[config.mk]
export PLATFORM = sky130hd
export DESIGN_NAME = uart_tx_arbiter
export DESIGN_NICKNAME = d
export VERILOG_FILES = /design/src/rtl/uart_tx_arbiter.sv
export SDC_FILE = /design/constraint.sdc
export NUM_CORES = 1
export LEC_CHECK = 0
export CAP_MARGIN = 20
export CORE_UTILIZATION = 41
export CTS_CLUSTER_DIAMETER = 200
export DETAILED_ROUTE_END_ITERATION = 8
export GPL_TIMING_DRIVEN = 0
export PLACE_DENSITY = 0.75
export SLEW_MARGIN = 20
export SYNTH_ARGS = -nofsm -noshare
export SYNTH_HDL_FRONTEND = slang
export SYNTH_SLANG_ARGS = --single-unit
export TNS_END_PERCENT = 1
[constraint.sdc]
create_clock -name system_clk -period 1.5 [get_ports system_clk]
set_input_delay 0.3 -clock system_clk [delete_from_list [all_inputs] [get_ports system_clk]]
set_output_delay 0.3 -clock system_clk [all_outputs]
set_load 0.05 [all_outputs]
[src/rtl/uart_tx_arbiter.sv]
// Round-robin arbiter sharing one UART transmitter among NUM_REQ byte sources.
// Define UART_ARB_FIXED_PRIO_EN for fixed priority (lowest index wins).
module uart_tx_arbiter #(
    parameter int NUM_REQ     = 4,
    parameter int DATA_W      = 8,
    parameter int TIMEOUT_CYC = 200000
) (
    input  logic                        system_clk,
    input  logic                        rst,
    input  logic [NUM_REQ-1:0]          req,
    input  logic [NUM_REQ*DATA_W-1:0]   req_data,
    output logic [NUM_REQ-1:0]          ack,
    output logic                        tx_start,
    output logic [DATA_W-1:0]           tx_byte,
    input  logic                        tx_done,
    output logic [$clog2(NUM_REQ)-1:0]  grant_id,
    output logic                        busy,
    output logic                        timeout_err
);
    localparam int ID_W = $clog2(NUM_REQ);
    localparam int WD_W = $clog2(TIMEOUT_CYC + 1);

    typedef enum logic [1:0] {IDLE, LAUNCH, WAIT_DONE} state_t;

    state_t              state;
    state_t              state_nxt;
    logic [ID_W-1:0]     last_grant;
    logic [ID_W-1:0]     win_id;
    logic [ID_W-1:0]     cand_id;
    logic                win_vld;
    int                  cand;
    logic [WD_W-1:0]     wd_cnt;
    logic                wd_expire;
    logic                launch;
    logic [NUM_REQ-1:0]  ack_d;
    logic                busy_d;
    logic                timeout_d;

    assign wd_expire = (wd_cnt == WD_W'(TIMEOUT_CYC - 1));

    // First requesting index found when scanning from the search origin.
    always_comb begin
        win_vld = 1'b0;
        win_id  = '0;
        cand    = 0;
        cand_id = '0;
        for (int k = 0; k < NUM_REQ; k++) begin
`ifdef UART_ARB_FIXED_PRIO_EN
            cand = k;
`else
            cand = (int'(last_grant) + 1 + k) % NUM_REQ;
`endif
            cand_id = ID_W'(cand);
            if (!win_vld && req[cand_id]) begin
                win_vld = 1'b1;
                win_id  = cand_id;
            end
        end
    end

    always_comb begin
        state_nxt = state;
        case (state)
            IDLE:      if (win_vld) state_nxt = LAUNCH;
            LAUNCH:    state_nxt = WAIT_DONE;
            WAIT_DONE: if (tx_done || wd_expire) state_nxt = IDLE;
            default:   state_nxt = IDLE;
        endcase
    end

    // Next values of the registered outputs; tx_done beats a coincident expiry.
    always_comb begin
        launch    = (state == IDLE) && win_vld;
        ack_d     = '0;
        if (launch) ack_d[win_id] = 1'b1;
        busy_d    = (state_nxt != IDLE);
        timeout_d = (state == WAIT_DONE) && wd_expire && !tx_done;
    end

    always_ff @(posedge system_clk) begin
        if (rst) begin
            state       <= IDLE;
            tx_start    <= 1'b0;
            ack         <= '0;
            busy        <= 1'b0;
            timeout_err <= 1'b0;
            tx_byte     <= '0;
            grant_id    <= '0;
            last_grant  <= ID_W'(NUM_REQ - 1);
            wd_cnt      <= '0;
        end else begin
            state       <= state_nxt;
            tx_start    <= launch;
            ack         <= ack_d;
            busy        <= busy_d;
            timeout_err <= timeout_d;
            if (launch) begin
                tx_byte    <= req_data[int'(win_id)*DATA_W +: DATA_W];
                grant_id   <= win_id;
                last_grant <= win_id;
            end
            if (state == WAIT_DONE) wd_cnt <= wd_cnt + 1'b1;
            else                    wd_cnt <= '0;
        end
    end
endmodule

After elaboration in Yosys (flattened, before gate mapping). Cells that the tools add are included.

Add/subtract/negate cells: 5. $lt $le $gt $ge: 6. Eq/ne operators: 3. Shift-type cells: 1. Mux-type cells: 21. Bitwise gates (word level): 2. Reduce and logical (&&, ||, !) cells: 16.

Operator list (count): variable part select 32 x 6 -> 8 bit (1); adder 18 x 1 -> 18 bit, second input constant (1); equality test 18 bit, second input constant (1); < comparator 2 x 3 -> 1 bit, second input constant (5); 2-to-1 mux 2 bit (6); 2-to-1 mux 1 bit (9); binary-select mux 1 bit (select 2 bit) (4); logical AND 1 bit (7); adder 2 bit, second input constant (3); one-hot mux 2 bit (3 select lines) (1); logical NOT 1 bit (4); OR reduction 2 bit (2); adder 2 x 1 -> 2 bit, second input constant (1); demux 1 bit (select 2 bit) (1); equality test 2 x 1 -> 1 bit, second input constant (1); equality test 2 bit, second input constant (1); >= comparator 2 x 1 -> 1 bit, second input constant (1); logical NOT 2 bit (1); inverter 1 bit (2); nonzero test 2 bit (1); logical OR 1 bit (1).

Register bits after elaboration: 39. Logic and storage cells: 63.

Longest topological paths before layout.
Depth after elaboration: 17. Depth in mapped cells: 7. Mapped depth without buffers: 6.

Worst setup path before layout. Ideal clock, no wire load.

Kind: register to register. Start: reg wd_cnt[0]. End: reg wd_cnt[14]. Arrival time: 1454 ps. Setup slack: -80 ps. Cell stages (with the launch flop): 7. Path buffers: 0. Period minus slack after synthesis: 1580 ps. Path through: dfxtp_1 -> ha_1 -> nand3_1 -> nor4_1 -> nand3_1 -> xor2_1 -> nor2_1.

Longest elaborated chain between the ends: 1.

Ends and longest elaborated chain: start: declaration (line 32) `logic [WD_W-1:0] wd_cnt;`; start signal: assignment (line 102) `if (state == WAIT_DONE) wd_cnt <= wd_cnt + 1'b1;`; adder 18 x 1 -> 18 bit (line 102).

No other way between the ends. A chain may end at the register's enable or synchronous reset.

Final worst setup path.
Start: reg last_grant[1]. End: reg tx_byte[2].

Longest elaborated chain between the ends: 14. Elaborated cells between the ends (all ways): 28. Classes of those cells: 4 x add/sub; 1 x shift; 16 x mux; 7 x reduce/logical.

Ends and longest elaborated chain: start: declaration (line 27) `logic [ID_W-1:0] last_grant;`; start signal: assignment (line 89) `last_grant <= ID_W'(NUM_REQ - 1);`; start signal: assignment (line 100) `last_grant <= win_id;`; adder 2 x 1 -> 2 bit (*) (line 51) `cand = (int'(last_grant) + 1 + k) % NUM_REQ;`; branches (longest 13 deep; another with adder 2 bit); end signal: assignment (line 98) `tx_byte <= req_data[int'(win_id)*DATA_W +: DATA_W];`; end: declaration (line 14) `output logic [DATA_W-1:0] tx_byte,`.

Every way passes the cells marked *. The select of a mux whose other input is x is not followed.

==> impl_metrics.ini <==
[route]
drtIter0Drc = 163
routed_wl_um = 4530
drcViolationCount = 0
antenna_left = 0
via_per_inst = 5.37
wl_per_cell_um = 14.2
firstDrtPassIters = 4
num_vias = 1713

[clock_tree]
worstSkewPairLatency_ns = 0.30
cts_tree = yes
cts-buffers-inserted = 5
path_clk_slew_ns = 0.07
cts.sinks = 39
ctsHtreeMaxLevel = 2
root_buffer = clkbuf_8
clock_path_buffers = 2

[finish]
n_antenna_cell = 0
drive_gt1_share_pct = 23.8
final_common_cell = clkdlybuf4s50_1
final_util_pct = 67.7
area_delta_synth_final_pct = 55.0
final_cell_mix = 33 x clkdlybuf4s50_1, 31 x dfxtp_1, 25 x nor2_1
layout.cells.non_filler = 319
design_area_sq_um = 2790
nets = 308

[outcome]
status = finished with violations
failed_checks = setup timing

[sta]
setup_slack_ns = -0.141
finalSetupTns_ns = -1.19
period_share_pct = 109
fin_crit_ns = 1.64
rsz0062_at_grt = yes
slew_viol_final = 0
finalHoldViolCount = 0
timing.fmax_ghz = 0.610
worst_pin_slew_ns = 0.506
finalSetupViolations = 12
skew_ns = 0.00749
relSlewSlack_pct = 66.4
hold_slack_ns = 0.296

[placement]
gp_congestion = 0.800
numPortBuffers = 54
post_dp_cell_area_sq_um = 2410
numPlacedInstances = 307
dp_slack_ns = -0.745
dp.final_hpwl_um = 2920

[floorplan]
die_y_um = 68.2
die_area_sq_um = 4650
ios = 56
start_util_pct = 43.7
core-area_sq_um = 4120
fp-row-count = 23
die_w_um = 68.2

[synth]
syn-instance-count = 203
avgSynthCellArea_sq_um = 8.86
synth_area_sq_um = 1800
synth_cell_types = 37
netlist.area_leader.share_pct = 43.4
ys_seq_elements = 39
ys_top_cells_by_area = dfxtp_1 43%, a211oi_1 10%, nor2_1 5.8%, mux2i_1 5.0%, xor2_1 4.4%
synth_fp_nets = 243
seq_area_frac_synth_pct = 43.4
synth_top_area_cell = dfxtp_1
ys_warn_count = 0

[critical_path]
r2r-end = tx_byte[2]
worst_setup_path_start_kind = register
cp.required_ns = 1.68
cp_slowest_cell = dfxtp_2
r2r-start = last_grant[1]
startpoint = last_grant[1]
worst-r2r-setup-slack_ns = -0.14
endpoint_kind = register
path_class = reg2reg
crit_chain = buf_6 -> mux2i_4 -> o22ai_4 -> a21o_4 -> buf_12 -> a211oi_2 -> a211oi_2
setup.worst_path.end = tx_byte[2]
cp.arrival_ns = 1.82
cp_max_fo = 10
path_common_cell = a211oi_2
slowest_delay_ns = 0.32
reg2reg_depth = 7

[power_and_ir_drop]
ir_worst_vdd_v = 0.000472
p_int_mw = 1.91
total_power_mw = 2.90
switching_power_mw = 0.988
leakage_nw = 1.07
power_frac_comb_pct = 32.9
clkPwrFrac_pct = 27.3
seq_power_share_pct = 39.8
power_density_nw_per_um2 = 1040
swShare_pct = 34.1

[global_route]
first_global_vias = 1508
antenna_found_initial = 0
grt_overflow = 0
grt_usage_pct = 20.4
grt_pass1_wl_um = 6970
grt_max_degree = 13

[worst_hold_path]
min_path_type = in2reg

[run]
cap_violations = 0
[routing by layer]
metal | wire length [um] | global-route usage (%) | vias up | part of all wire [%]
met3 | 293 | 7.17 | 9 | 6.5
met2 | 2110 | 30.8 | 64 | 47
li1 | - | - | 852 | -
met1 | 2020 | 26.4 | 788 | 45
met5 | 0 | 0 | - | 0
met4 | 106 | 7.55 | 0 | 2.3
[layout make-up]
class                      count  area [sq um]
buffer                         7          61.3
fill                         322          1330
sequential                    39           791
tap                           50          62.6
clock buffer                   7          96.3
inverter                      14          53.8
clock inverter                 1          7.51
timing repair buffer          58           556
multi-input combinational    143          1160
[flip-flops by register name, indices dropped and copies added (netlist names)]
signal	flops
last_grant	2
timeout_err	1
ack	4
wd_cnt	18
tx_byte	8
busy	1
state	2
tx_start	1
grant_id	2
[Yosys cell counts, drive strengths merged]
library cell and count:
nor2 28, ha 1, o21ai 12, o32ai 1
a21o 2, and2 1, nand4 5, nand2b 2
a211oi 24, nand2 10, nand4b 1, and3 3
xor2 9, nand3 5, o22ai 1, or3 1
xnor2 7, o211ai 1, nor4 6, buf 5
a21oi 4, nor3 5, dfxtp 39, inv 12
or2 1, nor4bb 1, nor3b 1, mux2i 9
clkinv 2, nor2b 1, clkbuf 2, and4 1
[cell families (layout without fill, tap and decap cells)]
logic type      after synthesis  after routing  synth area share (%)
xor+xnor                     16             16                  7.79
buf+inv                      21             87                  5.91
compound gates               45             45                  17.5
simple gates                 72             72                  19.6
fa+ha+maj                     1              1                 0.696
flops                        39             39                  43.4
mux                           9              9                  5.01
[worst min path at each step]
stage	startpoint	to	slack, ns	depth (start not counted)
CTS	rst	grant_id[1]	0.29	2
finish	rst	grant_id[1]	0.30	2
detailed placement	grant_id[1]	grant_id[1]	0.45	2
global route	rst	grant_id[1]	0.31	2
floorplan	tx_done	timeout_err	0.38	1
global placement	wd_cnt[0]	wd_cnt[0]	0.45	1
[power by group through the flow]
| stage | combinational [mW] | clock, mW | sequential [mW] |
|---|---|---|---|
| after floorplan | 0.308 | 0 | 1.38 |
| after global placement | 0.802 | 0 | 1.17 |
| after detailed placement | 0.807 | 0 | 1.17 |
| after CTS | 0.814 | 0.801 | 1.15 |
| after global routing | 1.01 | 0.868 | 1.16 |
| final | 0.955 | 0.791 | 1.16 |
[worst max-delay path, delay by kind of cell (launching register included)]
family	cells	cell delay [ns]
AOI/OAI and AO/OA	4	0.63
buffers and inverters	2	0.30
DFF	1	0.32
muxes	1	0.26
[timing repair]
action / 4_1_cts / 5_1_grt
setup buffers: 2 / 2
endpoints found under the setup margin: 43 / 44
pin swaps: 5 / 12
hold buffers: 0 / 0
gates resized for setup: 36 / 55
Note: power is estimated with default switching activity, not from simulation.
